$ cat src/rtl/cpu_status_sender_pkg.sv
// Shared constants for the CPU status frame sender:
// FSM state encodings and the ASCII codes used in a frame.
package cpu_status_sender_pkg;

    localparam logic [2:0] ST_IDLE = 3'd0;
    localparam logic [2:0] ST_HI   = 3'd1;
    localparam logic [2:0] ST_LO   = 3'd2;
    localparam logic [2:0] ST_SP   = 3'd3;
    localparam logic [2:0] ST_CR   = 3'd4;
    localparam logic [2:0] ST_LF   = 3'd5;

    localparam logic [7:0] ASC_SP = 8'h20;
    localparam logic [7:0] ASC_CR = 8'h0D;
    localparam logic [7:0] ASC_LF = 8'h0A;
    localparam logic [7:0] ASC_0  = 8'h30;
    localparam logic [7:0] ASC_A  = 8'h41;

endpackage

$ cat src/rtl/sm_hex2ascii.sv
// Combinational nibble to uppercase ASCII hex digit.
// Maps 0-9 onto '0'-'9' and 10-15 onto 'A'-'F'.
module sm_hex2ascii
    import cpu_status_sender_pkg::*;
(
    input  logic [3:0] nib,
    output logic [7:0] asc
);

    always_comb begin
        if (nib < 4'd10) begin
            asc = ASC_0 + {4'h0, nib};
        end else begin
            asc = ASC_A + {4'h0, nib} - 8'd10;
        end
    end

endmodule

$ cat src/rtl/cpu_status_sender.sv
// Streams a 64-bit CPU status snapshot as one line of ASCII hex
// over a valid/ready byte interface, with one pending re-trigger.
module cpu_status_sender
    import cpu_status_sender_pkg::*;
#(
    parameter int EOL_CRLF = 1
) (
    input  logic        clk,
    input  logic        rst_n,
    input  logic        trig,
    input  logic [63:0] cpust_snd,
    output logic [7:0]  tx_data,
    output logic        tx_valid,
    input  logic        tx_ready,
    output logic        busy,
    output logic        done
);

    logic [2:0]  state_q, state_d;
    logic [2:0]  idx_q, idx_d;
    logic [63:0] snap_q, snap_d;
    logic        pend_q, pend_d;
    logic [7:0]  tx_data_q, tx_data_d;
    logic        tx_valid_q, tx_valid_d;
    logic        done_q, done_d;

    logic        xfer;
    logic        last;
    logic [5:0]  bit_hi;
    logic [7:0]  byte_sel;
    logic [3:0]  nib;
    logic [7:0]  nib_asc;

    assign xfer = tx_valid_q & tx_ready;
    assign last = xfer & (state_q == ST_LF);

    always_comb begin
        state_d = state_q;
        idx_d   = idx_q;
        snap_d  = snap_q;
        pend_d  = pend_q;
        case (state_q)
            ST_IDLE: begin
                if (trig) begin
                    state_d = ST_HI;
                    idx_d   = 3'd0;
                    snap_d  = cpust_snd;
                end
            end
            ST_HI: begin
                if (xfer) state_d = ST_LO;
            end
            ST_LO: begin
                if (xfer) begin
                    if (idx_q != 3'd7) begin
                        state_d = ST_SP;
                    end else if (EOL_CRLF != 0) begin
                        state_d = ST_CR;
                    end else begin
                        state_d = ST_LF;
                    end
                end
            end
            ST_SP: begin
                if (xfer) begin
                    state_d = ST_HI;
                    idx_d   = idx_q + 3'd1;
                end
            end
            ST_CR: begin
                if (xfer) state_d = ST_LF;
            end
            ST_LF: begin
                if (xfer) begin
                    idx_d = 3'd0;
                    // A trig on this very edge counts as pending too.
                    if (pend_q | trig) begin
                        state_d = ST_HI;
                        snap_d  = cpust_snd;
                    end else begin
                        state_d = ST_IDLE;
                    end
                end
            end
            default: begin
                state_d = ST_IDLE;
                idx_d   = 3'd0;
            end
        endcase

        if (last) begin
            pend_d = 1'b0;
        end else if (trig && state_q != ST_IDLE) begin
            pend_d = 1'b1;
        end
    end

    // Encode the char of the upcoming state so tx_data can be a flop.
    assign bit_hi   = 6'd63 - {idx_d, 3'b000};
    assign byte_sel = snap_d[bit_hi -: 8];
    assign nib      = (state_d == ST_HI) ? byte_sel[7:4] : byte_sel[3:0];

    sm_hex2ascii u_hex (
        .nib (nib),
        .asc (nib_asc)
    );

    always_comb begin
        tx_valid_d = (state_d != ST_IDLE);
        done_d     = last;
        case (state_d)
            ST_HI,
            ST_LO:   tx_data_d = nib_asc;
            ST_SP:   tx_data_d = ASC_SP;
            ST_CR:   tx_data_d = ASC_CR;
            ST_LF:   tx_data_d = ASC_LF;
            default: tx_data_d = tx_data_q;
        endcase
    end

    always_ff @(posedge clk or negedge rst_n) begin
        if (!rst_n) begin
            state_q    <= ST_IDLE;
            idx_q      <= 3'd0;
            snap_q     <= 64'd0;
            pend_q     <= 1'b0;
            tx_data_q  <= 8'h00;
            tx_valid_q <= 1'b0;
            done_q     <= 1'b0;
        end else begin
            state_q    <= state_d;
            idx_q      <= idx_d;
            snap_q     <= snap_d;
            pend_q     <= pend_d;
            tx_data_q  <= tx_data_d;
            tx_valid_q <= tx_valid_d;
            done_q     <= done_d;
        end
    end

    assign tx_data  = tx_data_q;
    assign tx_valid = tx_valid_q;
    assign done     = done_q;
    assign busy     = (state_q != ST_IDLE) | pend_q;

endmodule

$ cat config.mk
export PLATFORM = sky130hd
export DESIGN_NAME = cpu_status_sender
export DESIGN_NICKNAME = d
export VERILOG_FILES = /design/src/rtl/cpu_status_sender_pkg.sv /design/src/rtl/sm_hex2ascii.sv /design/src/rtl/cpu_status_sender.sv
export SDC_FILE = /design/constraint.sdc
export NUM_CORES = 1
export LEC_CHECK = 0
export BUFFER_PORTS_ARGS = -buffer_cell sky130_fd_sc_hd__buf_2
export CORE_ASPECT_RATIO = 1.1
export CORE_MARGIN = 5
export CORE_UTILIZATION = 56
export DETAILED_ROUTE_END_ITERATION = 10
export PLACE_DENSITY = 0.87
export SKIP_LAST_GASP = 1
export SYNTH_ARGS = -nofsm -noshare
export SYNTH_HDL_FRONTEND = slang
export SYNTH_SLANG_ARGS = --single-unit
$ cat constraint.sdc
create_clock -name clk -period 4.1 [get_ports clk]
set_input_delay 1.23 -clock clk [delete_from_list [all_inputs] [get_ports clk]]
set_output_delay 1.23 -clock clk [all_outputs]
set_load 0.01 [all_outputs]
==> Yosys cells after proc, flatten, opt, wreduce, memory -nomap -nowiden <==
Cells that the tools add are included.
{ "word_totals": {"input_bits": 68, "register_bits": 81, "elab_cells": 59} }
{ "classes": {"eq_ne": 11, "n_lt_le_gt_ge": 1, "shifts": 1, "reduce_logical": 8, "bitwise_logic": 4, "muxes": 22, "n_addsub": 5} }
{ "op_table": {"columns": ["op", "count"], "rows": [
  ["two-way mux 64 bit", 3],
  ["one-hot mux 64 bit (2 select lines)", 1],
  ["variable part select 71 x 7 -> 8 bit", 1],
  ["one-hot mux 8 bit (4 select lines)", 1],
  ["two-way mux 3 bit", 10],
  ["one-hot mux 3 bit (6 select lines)", 1],
  ["equality test 3 x 2 -> 1 bit (second input constant)", 4],
  ["equality test 3 bit (second input constant)", 4],
  ["one-hot mux 3 bit (4 select lines)", 1],
  ["adder 7 x 4 -> 8 bit (first input constant)", 1],
  ["two-way mux 8 bit", 1],
  ["subtractor 8 x 4 -> 8 bit (second input constant)", 1],
  ["adder 6 x 4 -> 7 bit (first input constant)", 1],
  ["equality test 3 x 1 -> 1 bit (second input constant)", 2],
  ["nonzero test 3 bit", 2],
  ["subtractor 6 bit (first input constant)", 1],
  ["< comparator 4 bit (second input constant)", 1],
  ["two-way mux 4 bit", 1],
  ["nonzero test 4 bit", 1],
  ["adder 3 x 1 -> 3 bit (second input constant)", 1],
  ["zero test 3 bit", 1],
  ["two-way mux 1 bit", 3],
  ["inequality test 3 bit (second input constant)", 1],
  ["OR reduction 3 bit", 1],
  ["5 further kinds", 7]
]} }

==> Depth between registers and ports, before layout <==
{ "depth": {"ltp_word": 10, "ltp_mapped": 18, "mapped_depth_nobuf": 14} }

==> Hierarchy <==
A second synthesis with hierarchy kept.
{ "unflattened": {"hier_cells": 395, "area_unflattened_um2": 4192.8} }
{ "modules_own_cells": {"columns": ["mod", "area_per_inst_um2", "instances", "cells_each"], "rows": [
  ["cpu_status_sender", 4087.7, 1, 379],
  ["sm_hex2ascii", 105.1, 1, 16]
]} }

==> Worst setup path before layout <==
No wires, ideal clock.
{ "synth_timing": {"path_type": "input -> register", "from": "input trig", "to": "register tx_data_q[2] (netlist: tx_data[2])", "path_buffers": 3, "path_slack_ns": 0.198, "t_arrival_ns": 3.826, "required_ns": 4.024, "cell_stages": 15, "cell_sequence": "or4b_1 > buf_2 > nand4_2 > and2_1 > buf_2 > buf_2 > mux2i_1 > mux2i_1 > a211oi_1 > a21o_1 > inv_1 > ha_1 > nand2_1 > mux2_1 > o21ai_1"} }
{ "synth_via": {"elab_chain_len": 10, "word_cells_on_any_way": 27, "classes_between": "add/sub: 4; order compare: 1; eq/ne: 5; shift: 1; mux: 13; bitwise: 1; reduce/logical: 2"} }
{ "synth_rtl": {"columns": ["item", "line_no", "source"], "rows": [
  ["start: declaration", "cpu_status_sender.sv:10", "input logic trig,"],
  ["parallel branches: the longest is 10 deep, another holds adder 7 x 4 -> 8 bit", null, null],
  ["end signal: assignment", "cpu_status_sender.sv:135", "tx_data_q <= tx_data_d;"],
  ["end: declaration", "cpu_status_sender.sv:23", "logic [7:0] tx_data_q, tx_data_d;"]
]} }
Several ways; the timed one is not identified.
A chain may end at the register's enable or synchronous reset.

==> Worst setup path after layout <==
{ "layout_timing": {"from": "input trig", "to": "register tx_data_q[1] (netlist: tx_data[1])"} }
The elaborated chain is that of the path after synthesis.

==> impl_results.md <==
* Max IR drop VDD at 0.3804 mV
* Worst EP required at 4.34 ns
* Cells after Synth at 452
* Ys async rst share at 100.0%
* Top post-synthesis cells by area: dfrtp_1 46%, nand2_1 9.9%, mux2i_1 5.1%
* Crit-path max FO at 15
* Post-DP HPWL at 8.144 mm
* Leakage at 2.569 nW
* Clock power share at 14.0%
* WP data arrival at 4.07 ns
* Fraction of layout cells with a size suffix above 1 at 28.04%
* Syn-to-layout area delta at 18.75%
* Unrepaired setup endpoints after global routing: no
* I/O Pins at 79
* Slew margin rel. at 34.05%
* Setup WS post-layout at 0.2759 ns
* Most common cell after layout, fill and taps aside: nand2_1
* Core Area at 7515 um^2
* Post-route cell area at 5144 um^2
* Final hold vios at 0
* Synth top area share at 46.22%
* Post-CTS Setup Bufs at 0
* Critical Path Source Type: input port
* Number of max-cap violations at 0
* Die Ht at 102.2 um
* Number of routed nets with antenna violations at 0
* Register area share after synthesis at 46.22%
* Nets at 608
* Clock buffer depth at 2
* R2r setup slk at 0.58 ns
* Synth Area in XOR/XNOR at 0.2022%
* Post-CTS Resized at 0
* Post-synth EDFFs at 0
* CTS root buffer: clkbuf_8
* Worst R2R Path Depth at 13
* Final worst-path cycle share at 93.27%
* Register share of total power at 30.5%
* Die area at 9596 um^2
* Worst-path clk slew at 0.08 ns
* Largest family of logic cells by synthesized area: simple AND/OR/NAND/NOR gates
* Drt initial violations at 301
* Int Pwr at 2.401 mW
* FF-to-FF Start: state_q[0]$_DFF_PN0_
* Via count at 3847
* Mapped cell area at 4332 um^2
* First-pass GRT wire length at 18.33 mm
* Synth Area in Compound Gates at 18.92%
* Hold_buf cts at 0
* Clock Latency Late Sink at 0.36 ns
* Crit. End Element: register
* Post-DR wirelength/cell at 17.39 um
* Post-synth top area cell: dfrtp_1
* H-tree levels at 3
* Most frequent cells in the layout: 114 x nand2_1, 80 x dfrtp_1, 76 x buf_2
* Count of pins over their slew limit at 0
* Cell count of the worst hold path at 2
* Synth Flop Type: dfrtp_1
* Synth Net Count at 523
* Rows at 33
* Net Switching at 1.756 mW
* Vias in the first global route at 3674
* Width of the die at 93.86 um
* Minimum clock period at 3.824 ns
* Vias/cell at 5.946
* Worst-margin pin slew at 0.9893 ns
* Worst Hold End: snap_q[27]$_DFF_PN0_
* Core Util, Final at 68.45%
* Post-Place Worst Slack at -0.001160 ns
* #FFs+latches synth at 80
* Worst reg2reg endpoint: tx_data[1]$_DFFE_PN0P_
* Gr ovfl total at 0
* Multiplexer share of the synthesized area at 9.243%
* Initial antenna violation count at 0
* Synth Area in Adders at 0.8666%
* Largest net degree at the start of global routing at 81
* Fmax at 261.5 MHz
* Synth Warn # at 0
* CTS tree: yes
* Antenna cells at 0
* Comb power frac at 55.4%
* Clock skew at 0.007362 ns
* Detailed-route DRC error count at 0
* Final setup fails at 0
* Routed WL at 11.25 mm
* IO Port Bufs at 77
* Status: finished clean
* Hold path startpoint: snap_q[27]$_DFF_PN0_
* Synth cell types at 76
* Syn Area/Cell at 9.583 um^2
* Clk sinks at 80
* Net Sw Frac at 42.24%
* Total CTS buffers at 9
* Detailed Routing Iterations Pass 1 at 5
* Post-synthesis simple-gate area fraction at 18.95%
* GP Congestion at 0.9077
* Power Density at 808.1 nW/um^2
* Hold crit path type: reg2reg
* CP Class: in2reg
* Area after DPL at 4947 um^2
* Tot GR Track Use at 24.57%
* Initial Util at 57.64%
* Fillers at 597
critical path, stage by stage:
cell      delay (ns)
buf_2           0.11
or4b_1          0.59
o31ai_4         0.24
buf_4           0.29
a221oi_1        0.12
a311oi_1        0.32
a311oi_1        0.08
a211oi_1        0.23
a21o_1          0.15
inv_1           0.05
ha_1            0.29
a31oi_1         0.10
a22oi_1         0.18
o21ai_1         0.09
power by group through the flow:
stage               logic, mW  registers (mW)  clock network, mW
CTS                      2.28            1.27              0.590
global placement         2.17            1.26                  0
floorplan                1.62            1.23                  0
global route             2.53            1.31              0.628
detailed placement       2.26            1.28                  0
finish                   2.30            1.27              0.583
layer usage:
layer  part of all wire [%]  track usage, %  up-vias  wire length (um)
met5                      0               0        -                 0
met4                    2.6           11.00        0               296
met3                    7.3           3.314       29               818
met2                     49           41.13      190              5547
met1                     41           31.97     1842              4590
li1                       -               -     1786                 -
flip-flops by register name (all words and copies together) (netlist names):
signal,cells
tx_valid,1
tx_data,7
pend_q,1
snap_q,64
idx_q,3
done,1
state_q,3
per-stage QoR:
stage	power, mW	instances	setup TNS (ns)	hold WS, ns
after floorplan	2.854	452	0	0.4320
after detailed placement	3.540	631	-0.001160	0.4505
after global placement	3.437	631	0	0.4444
after CTS	4.136	647	0	0.4700
final	4.156	647	0	0.4687
after global routing	4.465	647	0	0.4923
synthesized netlist by cell type, types with 6 or more instances:
master,number
a21o_1,8
a311oi_1,6
a211oi_1,7
clkbuf_1,11
a31oi_1,6
o21ai_0,10
nor2_1,16
nand2_1,114
mux2_2,15
buf_4,6
dfrtp_1,80
buf_2,8
mux2i_1,22
nand3_1,16
inv_1,18
o211ai_1,8
worst max path at each step:
stage,start,to,slack (ns),cells after the start
after global routing,trig,tx_data[2]$_DFFE_PN0P_,0.05,11
after detailed placement,trig,tx_data[2]$_DFFE_PN0P_,-0.001,13
after global placement,trig,tx_data[2]$_DFFE_PN0P_,0.06,13
after CTS,trig,tx_data[1]$_DFFE_PN0P_,0.35,14
final,trig,tx_data[1]$_DFFE_PN0P_,0.28,14
after floorplan,trig,tx_data[2]$_DFFE_PN0P_,0.20,15
layout make-up:
class                           instances  area [um^2]  area share (%)
Clock buffer                           10        137.6           2.676
Clock inverter                          6        58.81           1.143
Inverter                               21        78.83           1.532
Multi-Input combinational cell        322         2115           41.11
Timing Repair Buffer                  103        620.6           12.07
Tap cell                              105        131.4           2.554
Sequential cell                        80         2002           38.92
kinds of logic (layout without fill, tap and decap cells):
| group | after synthesis | in the layout |
|---|---|---|
| other cells | 1 | 1 |
| xor+xnor | 1 | 1 |
| compound gates | 99 | 99 |
| buf+inv | 50 | 140 |
| mux | 38 | 38 |
| fa+ha+maj | 3 | 3 |
| simple gates | 180 | 180 |
| flops | 80 | 80 |
(Power assumes the default switching activity.)
